[src/rtl/dsp_decim_pkg.sv]
// Shared encodings and sizing helpers for the sample decimator.
package dsp_decim_pkg;

  localparam logic [1:0] MODE_AVG    = 2'd0;
  localparam logic [1:0] MODE_SAMPLE = 2'd1;
  localparam logic [1:0] MODE_PEAK   = 2'd2;

  typedef enum logic {
    ST_EMPTY = 1'b0,
    ST_FILL  = 1'b1
  } win_state_e;

  // Requested ratios beyond what the datapath was built for fall back to the maximum.
  function automatic int clamp_dl(input int dl, input int max_dl);
    return (dl > max_dl) ? max_dl : dl;
  endfunction

  function automatic int acc_width(input int input_width, input int max_dec_log2);
    return input_width + max_dec_log2;
  endfunction

endpackage

[src/rtl/decim_minmax.sv]
// Registered signed min/max tracker; exposes next-state values so the caller
// can capture a window's extremes on the same edge that accepts its last sample.
module decim_minmax #(
  parameter int W = 16
) (
  input  logic                clk,
  input  logic                rst,
  input  logic                init_i,
  input  logic                valid_i,
  input  logic signed [W-1:0] x_i,
  output logic signed [W-1:0] min_d_o,
  output logic signed [W-1:0] max_d_o
);

  logic signed [W-1:0] min_q, min_d;
  logic signed [W-1:0] max_q, max_d;

  always_comb begin
    min_d = min_q;
    max_d = max_q;
    if (valid_i) begin
      if (init_i) begin
        min_d = x_i;
        max_d = x_i;
      end else begin
        if (x_i < min_q) min_d = x_i;
        if (x_i > max_q) max_d = x_i;
      end
    end
  end

  always_ff @(posedge clk) begin
    if (rst) begin
      min_q <= '0;
      max_q <= '0;
    end else begin
      min_q <= min_d;
      max_q <= max_d;
    end
  end

  assign min_d_o = min_d;
  assign max_d_o = max_d;

endmodule

[src/rtl/sample_decimator.sv]
// Power-of-two decimator: boxcar average, first-sample or peak-detect per window,
// with a restart strobe that re-aligns the window to a trigger.
module sample_decimator
  import dsp_decim_pkg::*;
#(
  parameter int INPUT_WIDTH  = 16,
  parameter int MAX_DEC_LOG2 = 8,
  parameter int DL_WIDTH     = 4
) (
  input  logic                          clk,
  input  logic                          rst,
  input  logic                          x_valid,
  input  logic signed [INPUT_WIDTH-1:0] x,
  input  logic [1:0]                    mode,
  input  logic [DL_WIDTH-1:0]           dec_log2,
  input  logic                          restart,
  output logic                          y_valid,
  output logic signed [INPUT_WIDTH-1:0] y,
  output logic signed [INPUT_WIDTH-1:0] y_min,
  output logic signed [INPUT_WIDTH-1:0] y_max
);

  localparam int AW = acc_width(INPUT_WIDTH, MAX_DEC_LOG2);
  localparam int CW = MAX_DEC_LOG2;

  win_state_e                    state_q, state_d;
  logic [1:0]                    mode_q, mode_d;
  logic [DL_WIDTH-1:0]           d_q, d_d, d_in;
  logic [CW-1:0]                 cnt_q, cnt_d;
  logic signed [AW-1:0]          acc_q, acc_d, x_ext, rnd, rsum;
  logic signed [INPUT_WIDTH-1:0] first_q, first_d, min_d, max_d, y_d;
  logic signed [INPUT_WIDTH:0]   mid_sum;
  logic                          start, last, emit, mm_init;

  logic                          y_valid_q;
  logic signed [INPUT_WIDTH-1:0] y_q, y_min_q, y_max_q;

  function automatic logic [CW-1:0] last_idx(input logic [DL_WIDTH-1:0] d);
    logic [CW:0] n;
    n = (CW+1)'(1) << d;
    return CW'(n - 1'b1);
  endfunction

  assign d_in  = DL_WIDTH'(clamp_dl(int'(dec_log2), MAX_DEC_LOG2));
  assign x_ext = {{MAX_DEC_LOG2{x[INPUT_WIDTH-1]}}, x};

  // Window sequencing: a sample accepted while empty (or alongside restart) opens a window.
  always_comb begin
    state_d = state_q;
    mode_d  = mode_q;
    d_d     = d_q;
    cnt_d   = cnt_q;
    acc_d   = acc_q;
    first_d = first_q;
    start   = restart || (state_q == ST_EMPTY);
    last    = 1'b0;
    emit    = 1'b0;
    mm_init = 1'b0;
    if (restart) begin
      state_d = ST_EMPTY;
      cnt_d   = '0;
    end
    if (x_valid) begin
      if (start) begin
        mode_d  = mode;
        d_d     = d_in;
        acc_d   = x_ext;
        first_d = x;
        mm_init = 1'b1;
        last    = (d_in == '0);
      end else begin
        acc_d = acc_q + x_ext;
        last  = (cnt_q == last_idx(d_q));
      end
      if (last) begin
        emit    = 1'b1;
        state_d = ST_EMPTY;
        cnt_d   = '0;
      end else begin
        state_d = ST_FILL;
        cnt_d   = start ? CW'(1) : cnt_q + 1'b1;
      end
    end
  end

  decim_minmax #(.W(INPUT_WIDTH)) u_minmax (
    .clk     (clk),
    .rst     (rst),
    .init_i  (mm_init),
    .valid_i (x_valid),
    .x_i     (x),
    .min_d_o (min_d),
    .max_d_o (max_d)
  );

  // Result uses the window's own latched config; the rounded sum cannot overflow AW.
  always_comb begin
    rnd = '0;
    if (d_d != '0) rnd = AW'(1) << (d_d - 1'b1);
    rsum    = acc_d + rnd;
    mid_sum = {min_d[INPUT_WIDTH-1], min_d} + {max_d[INPUT_WIDTH-1], max_d};
    case (mode_d)
      MODE_AVG:  y_d = INPUT_WIDTH'(rsum >>> d_d);
      MODE_PEAK: y_d = INPUT_WIDTH'(mid_sum >>> 1);
      default:   y_d = first_d;
    endcase
  end

  always_ff @(posedge clk) begin
    if (rst) begin
      state_q   <= ST_EMPTY;
      mode_q    <= MODE_AVG;
      d_q       <= '0;
      cnt_q     <= '0;
      acc_q     <= '0;
      first_q   <= '0;
      y_valid_q <= 1'b0;
      y_q       <= '0;
      y_min_q   <= '0;
      y_max_q   <= '0;
    end else begin
      state_q   <= state_d;
      mode_q    <= mode_d;
      d_q       <= d_d;
      cnt_q     <= cnt_d;
      acc_q     <= acc_d;
      first_q   <= first_d;
      y_valid_q <= emit;
      if (emit) begin
        y_q     <= y_d;
        y_min_q <= min_d;
        y_max_q <= max_d;
      end
    end
  end

  assign y_valid = y_valid_q;
  assign y       = y_q;
  assign y_min   = y_min_q;
  assign y_max   = y_max_q;

endmodule

[config.mk]
export PLATFORM = sky130hd
export DESIGN_NAME = sample_decimator
export DESIGN_NICKNAME = d
export VERILOG_FILES = /design/src/rtl/dsp_decim_pkg.sv /design/src/rtl/decim_minmax.sv /design/src/rtl/sample_decimator.sv
export SDC_FILE = /design/constraint.sdc
export NUM_CORES = 1
export LEC_CHECK = 0
export ABC_AREA = 0
export ABC_CLOCK_PERIOD_IN_PS = 18500
export BUFFER_PORTS_ARGS = -buffer_cell sky130_fd_sc_hd__buf_4
export CELL_PAD_IN_SITES_DETAIL_PLACEMENT = 0
export CELL_PAD_IN_SITES_GLOBAL_PLACEMENT = 1
export CORE_ASPECT_RATIO = 1.2
export CORE_UTILIZATION = 30
export CTS_CLUSTER_DIAMETER = 150
export CTS_CLUSTER_SIZE = 28
export DETAILED_ROUTE_END_ITERATION = 7
export GPL_ROUTABILITY_DRIVEN = 1
export HOLD_SLACK_MARGIN = 0.06
export PLACE_DENSITY_LB_ADDON = 0.1
export SLEW_MARGIN = 20
export SYNTH_ARGS = -nofsm -noshare
export SYNTH_HDL_FRONTEND = slang
export SYNTH_SLANG_ARGS = --single-unit
[constraint.sdc]
create_clock -name clk -period 18.5 [get_ports clk]
set_input_delay 1.85 -clock clk [delete_from_list [all_inputs] [get_ports clk]]
set_output_delay 1.85 -clock clk [all_outputs]
set_load 0.005 [all_outputs]
After elaboration in Yosys (flattened, before gate mapping)
Cells that the tools add are included.
Operators by class
  $add $sub $neg: 6
  magnitude comparators: 3
  equality and inequality tests: 2
  shift-type cells: 3
  multiplexer cells: 30
  bitwise gates (word level): 1
  reduce and logical (&&, ||, !) cells: 5
Operators by type and width (count)
  $mux 16: 8
  $mux 24: 3
  $mux 8: 4
  $pmux 16 s2: 1
  $add 24x16->24: 1
  $add 24x24->24: 1
  $shl 1x4->24 const A: 1
  $sshr 24x4->16: 1
  $add 16x16->17: 1
  $gt 16x16->1: 1
  $lt 16x16->1: 1
  $mux 4: 3
  $mux 1: 9
  $add 8x1->8 const B: 1
  $eq 8x8->1: 1
  $shl 1x4->8 const A: 1
  $sub 8x1->8 const B: 1
  $gt 4x4->1 const B: 1
  $logic_not 4->1: 1
  $mux 2: 2
  $reduce_bool 4->1: 1
  $sub 4x1->4 const B: 1
  $eq 2x2->1 const B: 1
  $logic_not 2->1: 1
  3 further kinds: 3
Word-level totals
  register bits after elaboration: 136
  bits of input ports: 26
  output and inout port bits: 49
  word-level logic and storage cells: 62

Depth between registers and ports, before layout
  depth in word-level cells: 10
  depth in mapped cells: 24
  gate-level depth less buffers: 23

Hierarchy
From an unflattened synthesis, not the netlist that was laid out.
Second synthesis, totals
  cell total of the unflattened synthesis: 1417
  area, all modules: 11134.4 um^2
By module, submodules not included
  sample_decimator: instances 1, cells an instance 1145, area an instance 8465.6 um^2, sequential area each 2082.0 um^2
  decim_minmax: instances 1, cells an instance 272, area an instance 2668.8 um^2, sequential area each 640.6 um^2

Worst setup path before layout
No wires, ideal clock.
  path type: in2reg
  start: input port restart
  end: register y_q[11], in the netlist y[11]
  library setup time: 0.091 ns
  arrival time: 6.979 ns
  data required time: 18.409 ns
  slack: 11.430 ns
  cell stages on the path: 22
  buffers on the path: 4
  path through: nand2b_1 -> nand2_1 -> clkbuf_1 -> clkbuf_1 -> mux2i_1 -> clkbuf_1 -> clkbuf_1 -> nand2_1 -> nor2_1 -> ha_1 -> and2_1 -> a221oi_1 -> a21boi_1 -> o31ai_1 -> o21ai_0 -> xnor2_1 -> o21ai_1 -> a21oi_1 -> mux2_2 -> a221oi_2 -> o31ai_1 -> a311oi_1
Between the ends
  word-level cells in the longest chain between the ends: 9
  elaborated cells between the ends (all ways): 29
  those cells by class: 3 x add/sub; 1 x eq/ne; 2 x shift; 20 x mux; 3 x reduce/logical
RTL lines
  from (decl): RTL line sample_decimator.sv:16  | input logic restart,
  $logic_or 1x1->1 *: RTL line sample_decimator.sv:55  | start = restart || (state_q == ST_EMPTY);
  $mux 4: RTL line sample_decimator.sv:64  | if (start) begin
  $mux 4: RTL line sample_decimator.sv:63  | if (x_valid) begin
  $sub 4x1->4: RTL line sample_decimator.sv:99  | if (d_d != '0) rnd = AW'(1) << (d_d - 1'b1);
  $shl 1x4->24: RTL line sample_decimator.sv:99
  $mux 24: RTL line sample_decimator.sv:99
  $add 24x24->24: RTL line sample_decimator.sv:100  | rsum = acc_d + rnd;
  $sshr 24x4->16: RTL line sample_decimator.sv:103  | MODE_AVG: y_d = INPUT_WIDTH'(rsum >>> d_d);
  $pmux 16 s2: RTL line sample_decimator.sv:102  | case (mode_d)
  to (signal assigned): RTL line sample_decimator.sv:130  | y_q <= y_d;
  to (decl): RTL line sample_decimator.sv:36  | logic signed [INPUT_WIDTH-1:0] y_q, y_min_q, y_max_q;
Every way passes the cells marked *; elsewhere a longest branch is shown, timed or not. The select of a mux whose other input is x is not followed.
A chain may end at the register's enable or synchronous reset.

Worst setup path in the final report
  start: input port x[0]
  end: register y_q[11], in the netlist y[11]
Between the ends
  word-level cells in the longest chain between the ends: 6
  elaborated cells between the ends (all ways): 15
  those cells by class: 3 x add/sub; 2 x order compare; 1 x shift; 9 x mux
RTL lines
  from (decl): RTL line sample_decimator.sv:13  | input logic signed [INPUT_WIDTH-1:0] x,
  $add 24x16->24: RTL line sample_decimator.sv:72  | acc_d = acc_q + x_ext;
  $mux 24: RTL line sample_decimator.sv:64
  $mux 24: RTL line sample_decimator.sv:63
  net acc_d[12]: RTL line sample_decimator.sv:30  | logic signed [AW-1:0] acc_q, acc_d, x_ext, rnd, rsum;
  $add 24x24->24: RTL line sample_decimator.sv:100
  $sshr 24x4->16: RTL line sample_decimator.sv:103
  $pmux 16 s2: RTL line sample_decimator.sv:102
The timed path passes the listed nets, and every way through them passes these cells.

==> flow_summary.json <==
{
  "outcome": "completed",
  "maxCapViolations": 0,
  "pin_count": 75,
  "die_area_sq_mm": 0.0358,
  "fillers": 3778,
  "cp.required_ns": 18.84,
  "diodes": 0,
  "grt_pass1_vias": 9893,
  "maxSlewViolCount": 0,
  "synth_edf_count": 0,
  "worstSetupPathType": "primary input to flop",
  "max_stage_delay_ns": 0.53,
  "first_pass_iters": 5,
  "grt_max_degree": 99,
  "coreArea_sq_mm": 0.0343,
  "drt-initial-drc-count": 461,
  "cts-root-buf": "clkbuf_16",
  "area_delta_synth_final_pct": 15.0,
  "die_y_um": 207,
  "hold_buffers": 0,
  "cts_buffers": 17,
  "rsz0062_at_grt": "false",
  "final_core_util_pct": 35.3,
  "start_kind": "primary input",
  "crit_path_end_kind": "flop",
  "avgSynthCellArea_sq_um": 7.66,
  "antenna_found_initial": 0,
  "clk_latency_ns": 0.44,
  "syn_area_sq_mm": 0.0105,
  "routedWlPerCell_um": 20.2,
  "die_w_um": 173,
  "path_clk_slew_ns": 0.07,
  "yosysSeqAreaShare_pct": 25.9,
  "grt_usage_pct": 21.3,
  "portBuffers": 74,
  "fin_crit_ns": 7.34,
  "wirelength_mm": 37.9,
  "clockBufferDepth": 2,
  "yosysWarnings": 0,
  "powerDensity_mw_per_mm2": 79.3,
  "final.setup.tns_ns": 0,
  "hold_class": "flop to flop",
  "antenna_left": 0,
  "dp_hpwl_mm": 29.2,
  "rows": 74,
  "fin_crit_sh_pct": 39.6,
  "grt_pass1_wl_mm": 58.5,
  "syn-instance-count": 1371,
  "place.gp.congestion": 0.881,
  "cp_cell_sequence": "buf_4, ha_1, fa_1, a21o_1, a221oi_1, or4_4, nand2_1, xor2_1, nand2_1, a31oi_1, ha_1, nand4_1, a211oi_1, o21ai_0, a221o_1, a2111oi_4, and3_1, o211ai_1, xor2_1, nor2_1, a211oi_1, o31ai_1, a311oi_1",
  "max_freq_mhz": 136,
  "cts.repair.resized": 0,
  "synth_nets": 1487,
  "cellLeakagePower_uw": 0.00519,
  "drc": 0,
  "cts.sinks": 136,
  "fin_nets": 1528,
  "synth.distinct_cells": 78,
  "viasPerCell": 5.34,
  "num_vias": 10039,
  "grt_overflow": 0,
  "ys_ff_latch": 136,
  "worst_pin_slew_ns": 1.02,
  "initial_utilization_pct": 30.7,
  "irDropWorstVdd_v": 0.0000451,
  "hold_viol_final": 0,
  "cts_tree": "built",
  "drive_gt1_share_pct": 10.8,
  "skew_ns": 0.0132,
  "path_max_fanout": 7,
  "async_reset_ff_share_pct": 0,
  "slowest_stage": "a2111oi_4",
  "maxSlewHeadroom_pct": 32.2,
  "ys.flop_type": "dfxtp_1",
  "cts_setup_buffers": 0,
  "setup_viol": 0,
  "h-tree-depth": 4,
  "crit_arrival_ns": 7.68
}
[power by group]
part | switching (uW) | internal (uW)
combinational | 189 | 110
clock | 160 | 181
sequential | 9.66 | 308
total | 359 | 599
[state kept, by name, summed over array words and instances (netlist names), 4 cells and up]
signal	flops
y_min	16
cnt_q	8
y_max	16
u_minmax.max_q	16
d_q	4
y	16
u_minmax.min_q	16
acc_q	24
first_q	16
[cells in the final DEF (no fill, tap or decap), types with 9 or more instances in the layout]
cell       instances
clkbuf_16         17
xnor2_1           31
inv_1             74
o21ai_0           47
nand3_1           28
o211ai_1          21
dfxtp_1          136
buf_4             89
nor2_1           227
xor2_1            23
a211o_1            9
a31oi_1           16
ha_1              87
o221ai_1          13
nand2_1          101
nor3_1            22
o21ai_1           18
o21a_1            14
mux2i_1           61
mux2_2            10
a21o_1            24
and3_1            12
o21bai_1           9
a21oi_1          115
nor2b_1           21
a211oi_1          51
[kinds of logic after synthesis]
| family | after synthesis | synth area share [%] |
|---|---|---|
| buffers and inverters | 141 | 5.05 |
| adders and majority gates | 90 | 10.9 |
| DFF | 136 | 25.9 |
| other | 1 | 0.0357 |
| muxes | 74 | 7.29 |
| AOI/OAI and AO/OA | 405 | 26.1 |
| and+or+nand+nor | 470 | 20.2 |
| xor gates and xnor gates | 54 | 4.50 |
[worst max-delay path: cells and delay by family]
family / cells / cell delay [ns]
xor+xnor: 2 / 0.46
fa+ha+maj: 3 / 1.01
compound gates: 11 / 3.26
buf+inv: 1 / 0.15
simple gates: 6 / 0.93
[metrics by stage]
stage / cell area [sq um] / setup WS (ns) / instances / hold slack, ns / total power, uW
after floorplan: 10500 / 11.43 / 1371 / 0.447 / 529
after global placement: 11500 / 10.76 / 1849 / 0.469 / 625
after detailed placement: 11500 / 10.74 / 1849 / 0.480 / 624
after CTS: 12100 / 11.18 / 1881 / 0.496 / 969
after global routing: 12100 / 10.74 / 1881 / 0.516 / 1010
final: 12100 / 11.17 / 1881 / 0.489 / 958
[worst paths after layout]
kind	slack [ns]	from	to	depth (start not counted)
setup / recovery	11.17	x[0]	y[11]	23
hold / removal	0.49	y[0]	y[0]	2
setup reg to reg	12.44	state_q	y[11]	20
hold reg to reg	0.49	y[0]	y[0]	2
[synth_stat cells (13+ instances only)]
| master | number | area [sq um] |
|---|---|---|
| nand3_1 | 28 | 140 |
| nand2_1 | 101 | 379 |
| a21oi_1 | 116 | 581 |
| inv_1 | 74 | 278 |
| xor2_1 | 23 | 201 |
| clkbuf_1 | 62 | 233 |
| a21o_1 | 24 | 180 |
| a31oi_1 | 16 | 100 |
| o21ai_1 | 18 | 90.1 |
| dfxtp_1 | 136 | 2720 |
| o221ai_1 | 13 | 114 |
| o211ai_1 | 21 | 158 |
| nor2b_1 | 21 | 131 |
| xnor2_1 | 31 | 272 |
| mux2i_1 | 63 | 631 |
| ha_1 | 87 | 1090 |
| o21ai_0 | 48 | 240 |
| o21a_1 | 14 | 105 |
| a211oi_1 | 51 | 383 |
| nor2_1 | 228 | 856 |
| nor3_1 | 22 | 110 |
[area by class of cell]
type,count,area [sq um],share of cell area (%)
well taps,456,571,4.72
inverters,74,278,2.30
clock buffers,18,439,3.63
flip-flops and latches,136,2720,22.5
repair buffers,89,668,5.53
multi-input cells,1094,7280,60.2
clock inverters,14,130,1.08
[per-layer routing]
layer	part of all wire [%]	global-route usage [%]
met5	0	0
met1	43	25.3
met2	51	38.5
met3	2.5	2.88
met4	3.3	8.36
No activity file was read; power rests on OpenSTA's default activity.
